[config.mk]
export PLATFORM = sky130hd
export DESIGN_NAME = serial_addsub_seq_flat
export DESIGN_NICKNAME = d
export VERILOG_FILES = /design/src/rtl/serial_addsub_pkg.sv /design/src/rtl/serial_addsub_seq_if.sv /design/src/rtl/addsub_cell.sv /design/src/rtl/serial_addsub_seq_shreg_rl.sv /design/src/rtl/serial_addsub_seq.sv /design/src/flat_wrapper.sv
export SDC_FILE = /design/constraint.sdc
export NUM_CORES = 1
export LEC_CHECK = 0
export ABC_AREA = 1
export BUFFER_PORTS_ARGS = -buffer_cell sky130_fd_sc_hd__buf_4
export CAP_MARGIN = 20
export CORE_MARGIN = 4
export CORE_UTILIZATION = 56
export CTS_BUF_LIST = sky130_fd_sc_hd__clkbuf_4 sky130_fd_sc_hd__clkbuf_8
export DETAILED_ROUTE_END_ITERATION = 6
export PLACE_DENSITY = 0.84
export SYNTH_ARGS = -nofsm -noshare
export SYNTH_HDL_FRONTEND = slang
export SYNTH_SLANG_ARGS = --single-unit
[constraint.sdc]
create_clock -name clk -period 3.5 [get_ports clk]
set_input_delay 0.175 -clock clk [delete_from_list [all_inputs] [get_ports clk]]
set_output_delay 0.175 -clock clk [all_outputs]
set_load 0.01 [all_outputs]
[src/rtl/serial_addsub_pkg.sv]
// rtl/serial_addsub_pkg.sv - shared states and opcode constants for the bit-serial adder/subtractor
package serial_addsub_pkg;
  typedef enum logic [1:0] {IDLE, RUN, DONE} state_t;
  localparam logic OP_ADD = 1'b0;
  localparam logic OP_SUB = 1'b1;
endpackage

[src/rtl/serial_addsub_seq_if.sv]
// rtl/serial_addsub_seq_if.sv - request/result bundle of serial_addsub_seq (ovf gated by SERIAL_ADDSUB_OVF_EN)
interface serial_addsub_seq_if #(parameter int W = 8);
  logic         start;
  logic         op;
  logic [W-1:0] a;
  logic [W-1:0] b;
  logic         busy;
  logic         done;
  logic [W-1:0] result;
  logic         cout;
`ifdef SERIAL_ADDSUB_OVF_EN
  logic         ovf;
  modport master (output start, op, a, b, input busy, done, result, cout, ovf);
  modport slave  (input start, op, a, b, output busy, done, result, cout, ovf);
`else
  modport master (output start, op, a, b, input busy, done, result, cout);
  modport slave  (input start, op, a, b, output busy, done, result, cout);
`endif
endinterface

[src/rtl/addsub_cell.sv]
// rtl/addsub_cell.sv - one-bit full adder with B inversion for subtraction
module addsub_cell (
  input  logic i0,
  input  logic i1,
  input  logic addsub,
  input  logic cin,
  output logic sumdiff,
  output logic cout
);
  logic i1_x;

  assign i1_x    = i1 ^ addsub;
  assign sumdiff = i0 ^ i1_x ^ cin;
  assign cout    = (i0 & i1_x) | (i0 & cin) | (i1_x & cin);
endmodule

[src/rtl/serial_addsub_seq_shreg_rl.sv]
// rtl/serial_addsub_seq_shreg_rl.sv - W-bit right-shift register, parallel load, serial-in at MSB
module shreg_rl #(parameter int W = 8) (
  input  logic         clk,
  input  logic         reset_,
  input  logic         load_i,
  input  logic [W-1:0] load_val_i,
  input  logic         shift_i,
  input  logic         sin_i,
  output logic [W-1:0] q_o
);
  logic [W-1:0] sr_q;
  logic [W-1:0] sr_d;

  // load wins over shift so an accept never mixes with a stale shift
  always_comb begin
    sr_d = sr_q;
    if (load_i)       sr_d = load_val_i;
    else if (shift_i) sr_d = {sin_i, sr_q[W-1:1]};
  end

  always_ff @(posedge clk or negedge reset_) begin
    if (!reset_) sr_q <= '0;
    else         sr_q <= sr_d;
  end

  assign q_o = sr_q;
endmodule

[src/rtl/serial_addsub_seq.sv]
// rtl/serial_addsub_seq.sv - bit-serial W-bit add/sub sequencer, LSB first (optional ovf: SERIAL_ADDSUB_OVF_EN)
module serial_addsub_seq
  import serial_addsub_pkg::*;
#(
  parameter int W = 8
) (
  input logic                 clk,
  input logic                 reset_,
  serial_addsub_seq_if.slave  bus
);
  localparam int CW = $clog2(W);

  state_t        state_q, state_d;
  logic [CW-1:0] count_q, count_d;
  logic          carry_q, carry_d;
  logic          op_q, op_d;
  logic          accept, run, last;
  logic [W-1:0]  a_sr, b_sr;
  logic          cell_sum, cell_cout;
  logic          unused_b;

  assign run    = (state_q == RUN);
  assign accept = (state_q != RUN) && bus.start;
  assign last   = run && (count_q == CW'(W - 1));

  always_comb begin
    state_d = state_q;
    count_d = count_q;
    carry_d = carry_q;
    op_d    = op_q;
    case (state_q)
      IDLE: if (bus.start) state_d = RUN;
      RUN:  if (last)      state_d = DONE;
      DONE: state_d = bus.start ? RUN : IDLE;
      default: state_d = IDLE;
    endcase
    // subtraction is a + ~b + 1, so the initial carry equals the opcode
    if (accept) begin
      count_d = '0;
      carry_d = bus.op;
      op_d    = bus.op;
    end else if (run) begin
      count_d = count_q + 1'b1;
      carry_d = cell_cout;
    end
  end

  always_ff @(posedge clk or negedge reset_) begin
    if (!reset_) begin
      state_q <= IDLE;
      count_q <= '0;
      carry_q <= 1'b0;
      op_q    <= OP_ADD;
    end else begin
      state_q <= state_d;
      count_q <= count_d;
      carry_q <= carry_d;
      op_q    <= op_d;
    end
  end

  shreg_rl #(.W(W)) u_a_sr (
    .clk(clk), .reset_(reset_), .load_i(accept), .load_val_i(bus.a),
    .shift_i(run), .sin_i(cell_sum), .q_o(a_sr)
  );

  shreg_rl #(.W(W)) u_b_sr (
    .clk(clk), .reset_(reset_), .load_i(accept), .load_val_i(bus.b),
    .shift_i(run), .sin_i(1'b0), .q_o(b_sr)
  );

  addsub_cell u_cell (
    .i0(a_sr[0]), .i1(b_sr[0]), .addsub(op_q), .cin(carry_q),
    .sumdiff(cell_sum), .cout(cell_cout)
  );

  assign unused_b   = ^b_sr[W-1:1];
  assign bus.busy   = run;
  assign bus.done   = (state_q == DONE);
  assign bus.result = a_sr;
  assign bus.cout   = carry_q;

`ifdef SERIAL_ADDSUB_OVF_EN
  logic cmsb_q;

  // carry into the MSB is the carry register on the last bit cycle
  always_ff @(posedge clk or negedge reset_) begin
    if (!reset_)   cmsb_q <= 1'b0;
    else if (last) cmsb_q <= carry_q;
  end

  assign bus.ovf = cmsb_q ^ carry_q;
`endif
endmodule
[src/flat_wrapper.sv]
// flat-port wrapper written by rule: the top's interface ports become plain ports
module serial_addsub_seq_flat import serial_addsub_pkg::*;
#(
  parameter int W = 8
)
  (clk, reset_, bus_start, bus_op, bus_a, bus_b, bus_busy, bus_done, bus_result, bus_cout);
  serial_addsub_seq_if #(.W(W)) bus_i ();
  input logic clk;
  input logic reset_;
  input wire logic [$bits(bus_i.start)-1:0] bus_start;
  input wire logic [$bits(bus_i.op)-1:0] bus_op;
  input wire logic [$bits(bus_i.a)-1:0] bus_a;
  input wire logic [$bits(bus_i.b)-1:0] bus_b;
  output wire logic [$bits(bus_i.busy)-1:0] bus_busy;
  output wire logic [$bits(bus_i.done)-1:0] bus_done;
  output wire logic [$bits(bus_i.result)-1:0] bus_result;
  output wire logic [$bits(bus_i.cout)-1:0] bus_cout;
  assign bus_i.start = bus_start;
  assign bus_i.op = bus_op;
  assign bus_i.a = bus_a;
  assign bus_i.b = bus_b;
  assign bus_busy = bus_i.busy;
  assign bus_done = bus_i.done;
  assign bus_result = bus_i.result;
  assign bus_cout = bus_i.cout;
  serial_addsub_seq #(.W(W)) u_core (.clk(clk), .reset_(reset_), .bus(bus_i));
endmodule
* After elaboration in Yosys (flattened, before gate mapping)
Cells that the tools add are included.
Word-level totals: bits in latches 0, memory bits (read-only) 0, memories kept 0, RAM bits 0, output and inout bits 11, bits in registers 23, word-level logic and storage cells 38, input bits 20
Cells by class: equality and inequality tests 6, muxes and demuxes 12, multipliers 0, divide/modulo/power cells 0, order comparisons 0, reductions and logical operators 5, bitwise logic cells 8, shifts and indexed selects 0, add/sub/neg operators 1
Operator list (count):
- 8-bit 2-to-1 mux | 4
- 3-bit 2-to-1 mux | 2
- 2-bit one-hot mux with 3 select lines | 1
- 2-bit 2-to-1 mux | 2
- 2-bit != test (second input constant) | 2
- 3-bit by 1-bit adder with 3-bit output (second input constant) | 1
- 1-bit bitwise AND | 3
- 3-bit equality test (second input constant) | 1
- 1-bit 2-to-1 mux | 3
- 1-bit bitwise XOR | 3
- 2-bit by 1-bit equality test with 1-bit output (second input constant) | 1
- 2-bit equality test (second input constant) | 1
- 1-bit logical AND | 2
- 2-bit zero test | 1
- 2-bit by 1-bit != test with 1-bit output (second input constant) | 1
- 1-bit bitwise OR | 2
- 2-bit AND reduction | 1
- 2-bit nonzero test | 1

* Logic depth before layout (Yosys ltp)
Gate-level depths: netlist of the first run.
word-level depth 6, gate-level depth with buffers 5, gate-level depth less buffers 5

* Modules after synthesis
A second synthesis of the first run with hierarchy kept.
Unflattened totals: cells, all modules 133, area, all modules 1138.6 um^2
By module, submodules not included:
- shreg_rl | times used 2, area an instance 374.1 um^2, seq. area each 200.2 um^2, cells each 44
- serial_addsub_seq | times used 1, area an instance 336.6 um^2, seq. area each 175.2 um^2, cells each 35
- addsub_cell | times used 1, area an instance 53.8 um^2, seq. area each 0.0 um^2, cells each 10

* Worst setup path after synthesis of the first run
OpenSTA, ideal clock, no wires.
kind reg2reg, from register u_core.carry_q (netlist: u_core.bus.cout), to register u_core.u_a_sr.sr_q[7] (netlist: u_core.u_a_sr.q_o[7]), required time 3376 ps, arrival time 1125 ps, setup slack 2251 ps, clock period less this slack 1249 ps, stages on the path, launching flop included 6, library setup time 124 ps, buffers on the path 0, cell sequence dfrtp_1 > inv_1 > fa_1 > inv_1 > nand2_1 > nand3_1
On the way: longest elaborated chain between the ends 3
RTL lines:
- start: declaration | line serial_addsub_seq.sv:15 | logic carry_q, carry_d;
- start signal: assignment | line serial_addsub_seq.sv:57 | carry_q <= carry_d;
- 1-bit bitwise XOR | line addsub_cell.sv:13 | assign sumdiff = i0 ^ i1_x ^ cin;
- 8-bit 2-to-1 mux | line serial_addsub_seq_shreg_rl.sv:18 | else if (shift_i) sr_d = {sin_i, sr_q[W-1:1]};
- 8-bit 2-to-1 mux | line serial_addsub_seq_shreg_rl.sv:17 | if (load_i) sr_d = load_val_i;
- end signal: assignment | line serial_addsub_seq_shreg_rl.sv:23 | else sr_q <= sr_d;
- end: declaration | line serial_addsub_seq_shreg_rl.sv:11 | logic [W-1:0] sr_q;
No other way between the ends. The select of a mux whose other input is x is not followed. A chain may end at the register's enable or synchronous reset.

* Worst setup path in the final report of the first run
from register u_core.state_q[0], to output bus_busy
On the way: longest elaborated chain between the ends 1
RTL lines:
- start: declaration | line serial_addsub_seq.sv:13 | state_t state_q, state_d;
- start signal: assignment | line serial_addsub_seq.sv:55 | state_q <= state_d;
- 2-bit by 1-bit equality test with 1-bit output | line serial_addsub_seq.sv:22 | assign run = (state_q == RUN);
- end: declaration | line flat_wrapper.sv:14 | output wire logic [$bits(bus_i.busy)-1:0] bus_busy;
No other way between the ends.

==> results.toml, run 1 <==
[worst_setup_path]
cp_data_arrival_time_ns = 1.32
worstSetupPathDepth = 3
endpoint_kind = "output port"
reg2reg_setup_slack_ns = 2.20
slowest_delay_ns = 0.48
cp_cell_sequence = "inv_2, nor2_8, buf_4"
cp_max_fo = 19
slowest_stage = "dfrtp_1"
start_kind = "flip-flop"
r2r_cells = 5
critPathRequiredTime_ns = 3.32
crit_family = "flip-flops"
worst-setup-path-type = "flip-flop to output port"
path_buf_inv = 2

[cells_and_area]
final_common_cell = "nand3_1"
synthToLayoutAreaGrowth_pct = 19.39
seq_area_um2 = 575.6
multi_input_area_um2 = 466.7
final_nets = 177
final_cell_mix = "nand3_1 (53), buf_4 (30), dfrtp_1 (23)"
fillCellCount = 170
diodes = 0
layout.cells.non_filler = 180
drive_gt1_share_pct = 26.80

[global_routing]
top_usage_layer = "met2"
use_met2_pct = 28.98
grt_max_degree = 42
globalRouteMet3Util_pct = 3.380
grt_overflow = 0
use_met1_pct = 23.09
grt_pass1_wl_mm = 3.677
grt_pass1_vias = 876
antenna_found_initial = 0
grt_usage_pct = 18.46

[clocking]
post_cts_buffers = 0
cts_tree = "done"
htreeDepth = 1
numClockSinks = 23
clk_pin_slew_ns = 0.12
cts_made_buffers = 3
ctsHoldBuffers = 1
cts_buffer_depth = 2
clk_latency_ns = 0.31
ctsResizeCount = 0
cts_root_buffer = "clkbuf_4"

[routing]
drc = 0
postRouteAntennaNets = 0
wl_per_cell_um = 13.02
vias = 942
finalWirelength_mm = 2.343
first_iter_violations = 21
viasPerCell = 5.233
drtPass1Iterations = 4

[sta]
post-route-period-util_pct = 42.84
clock_skew_ns = 0.003806
tightest_slew_ns = 0.6588
finalSetupViolations = 0
relSlewSlack_pct = 56.03
hold_violations = 0
maxSlewViolCount = 0
setup_tns_ns = 0
max_freq_mhz = 666.9
rsz0062_at_grt = "no"
min_period_ns = 1.499

[floorplanning]
die_h_um = 53.29
rows = 16
die_w_um = 53.29
io_pins = 31
initial_core_util_pct = 58.55
core_area_um2 = 1962
fp.dieArea_um2 = 2840

[power_and_ir_drop]
p_leak_uw = 0.0007002
powerDensity_nw_per_um2 = 805.5
ir_drop_mv = 0.4802
total_power_uw = 1105

[synthesis]
ys_warn_count = 0
syn_area_um2 = 1149
synth.top_cell.area_share_pct = 50.11
syn_avg_cell_area_um2 = 8.973
syn_nets = 151
synthCells = 128
yosys.area.top_type = "dfrtp_1"
seq_area_frac_synth_pct = 50.11
netlist_top_cells_area = "dfrtp_1 (50%), nand3_1 (23%), nand2_1 (6.9%)"
synth_cell_types = 18
ys_ff_latch = 23

[place]
hpwl_mm = 1.536
dp.cells = 175
globalplace.congestion = 0.6965
portBuffers = 30

[run]
maxCapViolCount = 0

[worst_hold_path]
hold_depth = 3
hold_path.class = "input pin to flip-flop"

[status]
status = "complete, no violations"
## cell type report
class / instances / share of cell area, %
well taps: 27 / 2.463
multi-input cells: 87 / 34.03
flip-flops and latches: 23 / 41.97
inverters: 8 / 2.190
clock buffers: 4 / 2.190
repair buffers: 31 / 17.15
## power breakdown
| part | leakage, uW | internal, uW | switching (uW) |
|---|---|---|---|
| clock | 0.0000184 | 52.3 | 77.3 |
| combinational | 0.000392 | 222 | 284 |
| sequential | 0.000290 | 381 | 87.1 |
| total | 0.000700 | 656 | 449 |
## per-layer routing
| metal | vias up | part of all wire (%) |
|---|---|---|
| met1 | 436 | 45 |
| met3 | 5 | 5.9 |
| li1 | 475 | - |
| met4 | 0 | 2.3 |
| met5 | - | 0 |
| met2 | 26 | 47 |
## kinds of logic (layout without fill, tap and decap cells)
| group | after synthesis | count (layout) | share of synthesized area (%) |
|---|---|---|---|
| AO/OA/AOI/OAI | 2 | 2 | 0.9803 |
| flip-flops | 23 | 23 | 50.11 |
| buffers and inverters | 18 | 43 | 9.259 |
| AND/OR/NAND/NOR | 81 | 81 | 34.97 |
| XOR/XNOR | 1 | 1 | 0.7627 |
| adder cells (fa/ha/maj) | 3 | 3 | 3.921 |
## flip-flops by register name (all words and copies together) (netlist names)
name and count:
u_core.bus.cout 1, u_core.count_q 3, u_core.op_q 1, u_core.state_q 2, u_core.u_a_sr.q_o 8, u_core.u_b_sr.q_o 8
## Yosys cell counts (all sizes together)
cell type  count
o22ai          1
inv            8
nor2           3
nand3         53
ha             2
fa             1
o21ai          1
buf           10
dfrtp         23
nand2         25
xnor2          1
## worst paths after layout
check                                      from                   end
min reg2reg                   u_core.count_q[0]     u_core.count_q[0]
max in group asynchronous                reset_           u_core.op_q
max                           u_core.state_q[0]              bus_busy
min in group asynchronous                reset_  u_core.u_b_sr.q_o[2]
max reg2reg                u_core.u_b_sr.q_o[0]  u_core.u_a_sr.q_o[7]
min                                    bus_a[0]  u_core.u_a_sr.q_o[0]
## worst reg2reg max path: cells and delay by family, from the launching register on
| kind | cells | cell delay (ns) |
|---|---|---|
| XOR/XNOR | 1 | 0.14 |
| adder cells (fa/ha/maj) | 1 | 0.48 |
| buffers and inverters | 1 | 0.04 |
| flip-flops | 1 | 0.41 |
| AND/OR/NAND/NOR | 2 | 0.12 |
## stage by stage
step | util, % | cell area (um^2) | hold WS, ns | setup slack, ns
2_1_floorplan | - | 1149 | -0.1206 | 2.251
3_3_place_gp | 67.86 | 1331 | 0.08159 | 2.245
3_5_place_dp | 67.86 | 1331 | 0.08428 | 2.220
4_1_cts | 69.90 | 1371 | 0.07215 | 1.988
5_1_grt | 69.90 | 1371 | 0.07222 | 1.930
6_report | 69.90 | 1371 | 0.09015 | 2.001
No activity file was read; power rests on OpenSTA's default activity.
==> run 2, diff against run 1 <==
--- a/config.mk
+++ b/config.mk
@@ -9,10 +9,10 @@
 export BUFFER_PORTS_ARGS = -buffer_cell sky130_fd_sc_hd__buf_4
 export CAP_MARGIN = 20
 export CORE_MARGIN = 4
-export CORE_UTILIZATION = 56
+export CORE_UTILIZATION = 53
 export CTS_BUF_LIST = sky130_fd_sc_hd__clkbuf_4 sky130_fd_sc_hd__clkbuf_8
 export DETAILED_ROUTE_END_ITERATION = 6
-export PLACE_DENSITY = 0.84
+export PLACE_DENSITY = 0.8
 export SYNTH_ARGS = -nofsm -noshare
 export SYNTH_HDL_FRONTEND = slang
 export SYNTH_SLANG_ARGS = --single-unit
==> constraint.sdc (replaced) <==
create_clock -name clk -period 1.4 [get_ports clk]
set_input_delay 0.07 -clock clk [delete_from_list [all_inputs] [get_ports clk]]
set_output_delay 0.07 -clock clk [all_outputs]
set_load 0.01 [all_outputs]
==> run 2 against run 1 <==
Global-route usage rose by 0.93 points. Count of clock-buffer cells in the layout shrank 1. Cell count is 8.9% higher. Setup slack got worse by 1.9 ns. Non-clock buffer count grew 16. Routed wire length grew 7.1%. Register-to-register slack got worse by 2.1 ns. Clock power increased by 130%. Sequential power grew 150%. Sequential share of layout area fell by 4.2 points.
==> results.toml, run 2 (same netlist as run 1, synthesis figures left out) <==
[sta]
rsz0062_at_grt = "no"
min_period_ns = 1.302
maxSlewViolCount = 0
hold_slack_ns = 0.01780
tightest_slew_ns = 0.3865
relSlewSlack_pct = 74.21
setup_tns_ns = 0
post-route-period-util_pct = 93.00
clock_skew_ns = 0.005122
max_freq_mhz = 768.0
hold_violations = 0
finalSetupViolations = 0

[clocking]
clk_pin_slew_ns = 0.13
cts_tree = "done"
cts_made_buffers = 3
htreeDepth = 1
clk_latency_ns = 0.30
cts_buffer_depth = 2
cts_root_buffer = "clkbuf_4"
ctsResizeCount = 0
numClockSinks = 23

[floorplanning]
rows = 16
fp.dieArea_um2 = 2976
die_h_um = 54.55
io_pins = 31
die_w_um = 54.55
core_area_um2 = 2002
initial_core_util_pct = 57.38

[power_and_ir_drop]
p_leak_uw = 0.0007669
powerDensity_nw_per_um2 = 1848
ir_drop_mv = 1.080

[worst_setup_path]
reg2reg_from = "u_core.op_q"
rr_endpoint = "u_core.u_a_sr.q_o[7]"
cp_max_fo = 2
worstSetupStartpoint = "u_core.op_q"
slowest_delay_ns = 0.48
crit_end = "u_core.u_a_sr.q_o[7]"
start_kind = "flip-flop"
cp_cell_sequence = "xnor2_1, fa_1, inv_1, nand2_1, nand3_1"
r2r_cells = 5
reg2reg_setup_slack_ns = 0.1
worstSetupPathDepth = 5
slowest_stage = "fa_1"
crit_family = "adder cells"
path_buf_inv = 1
endpoint_kind = "flip-flop"
critPathRequiredTime_ns = 1.60
cp_data_arrival_time_ns = 1.50
worst-setup-path-type = "flip-flop to flip-flop"

[place]
hpwl_mm = 1.552
dp.cells = 176
portBuffers = 30
globalplace.congestion = 0.6826

[routing]
drtPass1Iterations = 5
viasPerCell = 5.342
drc = 0
first_iter_violations = 29
postRouteAntennaNets = 0
wl_per_cell_um = 12.80
vias = 1047
finalWirelength_mm = 2.509

[worst_hold_path]
hold_path.class = "input pin to flip-flop"

[cells_and_area]
final_nets = 193
drive_gt1_share_pct = 25.44
synthToLayoutAreaGrowth_pct = 32.68
diodes = 0
layout.cells.non_filler = 196
final_common_cell = "nand3_1"
final_cell_mix = "nand3_1 (53), buf_4 (32), dfrtp_1 (23)"

[global_routing]
grt_max_degree = 42
grt_usage_pct = 19.39
grt_pass1_wl_mm = 4.153
grt_overflow = 0
antenna_found_initial = 0
grt_pass1_vias = 957

[status]
status = "complete, no violations"

[run]
maxCapViolCount = 0
run 2: cell count changes in the layout (fill, tap and decap cells not counted):
cell | before | now
clkbuf_4 | 4 | 3
clkinv_2 | 0 | 1
dlygate4sd3_1 | 1 | 15
buf_4 | 30 | 32
run 2: how the worst min path moves through the flow:
stage | from | endpoint | cells after the start | slack (ns)
global placement | reset_ | u_core.u_b_sr.q_o[1] | 1 | -0.02
CTS | bus_a[5] | u_core.u_a_sr.q_o[5] | 3 | 0.01
floorplan | reset_ | u_core.bus.cout | 0 | -0.23
global route | bus_b[6] | u_core.u_b_sr.q_o[6] | 3 | 0.02
finish | bus_a[5] | u_core.u_a_sr.q_o[5] | 3 | 0.02
detailed placement | reset_ | u_core.u_b_sr.q_o[1] | 1 | -0.02
run 2: layout make-up:
class | instances | area (um^2)
timing repair buffer | 47 | 390.4
clock inverter | 1 | 5.005
fill | 158 | 478.0
inverter | 8 | 30.03
sequential | 23 | 575.6
tap | 27 | 33.78
clock buffer | 3 | 22.52
multi-input combinational | 87 | 466.7
run 2: stage by stage:
step	area, um^2	util (%)	power, uW	setup WS, ns
3_3_place_gp	1339	66.88	2416	0.1386
2_1_floorplan	1149	-	2158	0.1512
6_report	1524	76.13	2817	0.09798
4_1_cts	1516	75.75	2796	0.01612
5_1_grt	1524	76.13	3078	0.01656
3_5_place_dp	1339	66.88	2456	0.1290
run 2: layer usage:
layer	vias up	wire length, um	GRT usage, %
li1	509	-	-
met1	496	1074	24.04
met2	36	1223	32.47
met3	6	155	4.087
met4	0	55	8.299
met5	-	0	0
run 2: what timing repair did:
item                                    4_1_cts  5_1_grt
hold buffers                                 15        0
setup buffers                                 0        1
endpoints found under the hold margin        37        0
endpoints found under the setup margin        0        1
run 2: worst register-to-register path: stages (launching register included):
cell and delay (ns):
dfrtp_1 0.41, xnor2_1 0.14, fa_1 0.48, inv_1 0.04, nand2_1 0.05, nand3_1 0.08
run 2: power breakdown:
group          total (uW)  leakage, uW  internal (uW)  switching (uW)
clock network         303    0.0000177            106             196
logic                1340     0.000460            605             737
registers            1170     0.000290            953             218
==> run 3, diff against run 2 <==
--- a/config.mk
+++ b/config.mk
@@ -5,12 +5,12 @@
 export SDC_FILE = /design/constraint.sdc
 export NUM_CORES = 1
 export LEC_CHECK = 0
-export ABC_AREA = 1
 export BUFFER_PORTS_ARGS = -buffer_cell sky130_fd_sc_hd__buf_4
 export CAP_MARGIN = 20
 export CORE_MARGIN = 4
 export CORE_UTILIZATION = 53
 export CTS_BUF_LIST = sky130_fd_sc_hd__clkbuf_4 sky130_fd_sc_hd__clkbuf_8
+export CTS_CLUSTER_SIZE = 25
 export DETAILED_ROUTE_END_ITERATION = 6
 export PLACE_DENSITY = 0.8
 export SYNTH_ARGS = -nofsm -noshare
==> run 3 against run 2 <==
Fmax is 1.8% higher. Synthesized cell count is 20% lower. Total power is 0.11% lower. Die area is 1.3% higher. Area after synthesis is 1.5% higher. Clock skew hardly changed. Critical endpoint is now bus_busy. Largest power group unchanged. Highest routed layer unchanged.
==> results.toml, run 3 <==
[synthesis]
synth_cell_types = 25
ys_warn_count = 0
syn_nets = 126
synth-edff-count = 0
ys_ff_latch = 23
yosys.area.top_type = "dfrtp_1"
ys_top_cells_by_count = "dfrtp_1 (23), nand2_1 (17), mux2i_1 (15), o21ai_2 (10), o21ai_0 (8)"
syn_avg_cell_area_um2 = 11.32
synthArstFlopShare_pct = 100.0
yosysMostFrequentCell = "dfrtp_1"
synthCells = 103
synth.top_cell.area_share_pct = 49.36
synthFlopType = "dfrtp_1"
syn_area_um2 = 1166
seq_area_frac_synth_pct = 49.36
netlist_top_cells_area = "dfrtp_1 (49%), mux2i_1 (13%), o21ai_2 (7.5%)"

[global_routing]
grt_max_degree = 40
grt_pass1_wl_mm = 3.450
antenna_found_initial = 0
grt_pass1_vias = 785
grt_usage_pct = 16.97
grt_overflow = 0

[routing]
first_iter_violations = 6
viasPerCell = 5.199
drtPass1Iterations = 4
drc = 0
finalWirelength_mm = 2.230
wl_per_cell_um = 13.85
postRouteAntennaNets = 0
vias = 837

[run]
maxCapViolCount = 0

[worst_setup_path]
critPathRequiredTime_ns = 1.33
rr_endpoint = "u_core.u_a_sr.q_o[7]"
endpoint_kind = "output port"
cp_max_fo = 20
worst-setup-path-type = "flip-flop to output port"
reg2reg_from = "u_core.op_q"
cp_data_arrival_time_ns = 1.21
start_kind = "flip-flop"
r2r_cells = 3
reg2reg_setup_slack_ns = 0.14

[floorplanning]
fp.dieArea_um2 = 3015
initial_core_util_pct = 57.67
die_w_um = 54.91
core_area_um2 = 2022
die_h_um = 54.91
rows = 16
io_pins = 31

[clocking]
clk_latency_ns = 0.31
numClockSinks = 23
cts_tree = "done"
clk_pin_slew_ns = 0.12
cts_buffer_depth = 2
htreeDepth = 1
cts_made_buffers = 3
cts_root_buffer = "clkbuf_4"

[worst_hold_path]
hold_path.class = "input pin to flip-flop"
hold_depth = 3
min_to = "u_core.u_b_sr.q_o[4]"
min-delay-start = "bus_b[4]"

[sta]
setup_tns_ns = 0
finalSetupViolations = 0
relSlewSlack_pct = 78.84
rsz0062_at_grt = "no"
max_freq_mhz = 781.5
min_period_ns = 1.280
maxSlewViolCount = 0
clock_skew_ns = 0.005147
hold_violations = 0
post-route-period-util_pct = 91.40
tightest_slew_ns = 0.3173

[power_and_ir_drop]
p_leak_uw = 0.0007191
powerDensity_nw_per_um2 = 1969
ir_drop_mv = 1.021
total_power_uw = 2813

[cells_and_area]
stdcell_area_um2 = 1429
synthToLayoutAreaGrowth_pct = 22.53
final_cell_mix = "buf_4 (30), dfrtp_1 (23), nand2_1 (17)"
fillCellCount = 163
final_common_cell = "buf_4"
drive_gt1_share_pct = 38.06
final_util_pct = 70.67
final_nets = 158
diodes = 0

[place]
portBuffers = 30
postPlaceCellArea_um2 = 1353
hpwl_mm = 1.546
globalplace.congestion = 0.7078

[status]
status = "complete, no violations"
[run 3: final cells by class]
cell class                      instances  area, um^2  area share, %
Sequential cell                        23       575.6          40.28
Timing Repair inverter                  1       8.758         0.6130
Multi-Input combinational cell         69       500.5          35.03
Inverter                                4       27.53          1.926
Tap cell                               27       33.78          2.364
Clock buffer                            3       22.52          1.576
Clock inverter                          1       5.005         0.3503
Timing Repair Buffer                   33       255.2          17.86
[run 3: cells by family after synthesis]
| family | share of synthesized area (%) |
|---|---|
| flip-flops | 49.36 |
| XOR/XNOR | 0.7512 |
| buffers and inverters | 7.725 |
| adder cells (fa/ha/maj) | 3.862 |
| AO/OA/AOI/OAI | 14.27 |
| AND/OR/NAND/NOR | 11.16 |
| multiplexers | 12.88 |
[run 3: through the flow]
stage	setup WS [ns]	std cells	hold WS, ns
4_1_cts	0.02944	160	0.01615
3_3_place_gp	0.2364	153	-0.02466
6_report	0.1204	161	0.02727
3_5_place_dp	0.1395	153	-0.02502
2_1_floorplan	0.2514	103	-0.2256
5_1_grt	0.03766	161	0.01882
[run 3: repair_timing]
item                                    in CTS  in global routing
endpoints found under the setup margin       1                  1
hold buffers                                 3                  0
gates resized for setup                      2                  1
buffers inserted                             0                  0
endpoints found under the hold margin       25                  0
cloned                                       0                  1
pin swaps                                    0                  0
[run 3: report_power, final]
part           leakage, uW  internal, uW  total (uW)  switching (uW)
sequential        0.000287           962        1170             210
combinational     0.000415           604        1340             734
clock            0.0000177           107         303             197
total             0.000719          1670        2810            1140
[run 3: routing by layer]
| layer | track usage, % | part of all wire [%] |
|---|---|---|
| met1 | 22.13 | 43 |
| met2 | 26.18 | 48 |
| met3 | 2.681 | 5.9 |
| met4 | 10.93 | 2.4 |
| met5 | 0 | 0 |
[run 3: worst max path at each step]
stage                                 start                    to  depth (start not counted)
after floorplan             u_core.bus.cout  u_core.u_a_sr.q_o[7]                          3
after detailed placement        u_core.op_q  u_core.u_a_sr.q_o[7]                          3
after CTS                 u_core.state_q[1]              bus_busy                          3
after global routing      u_core.state_q[0]              bus_busy                          3
after global placement          u_core.op_q  u_core.u_a_sr.q_o[7]                          3
final                     u_core.state_q[0]              bus_busy                          3
[run 3: worst max-delay path, cell delays in order (launching register included)]
cell and delay (ns):
dfrtp_1 0.44, nand2b_4 0.18, clkinv_8 0.11, buf_4 0.16
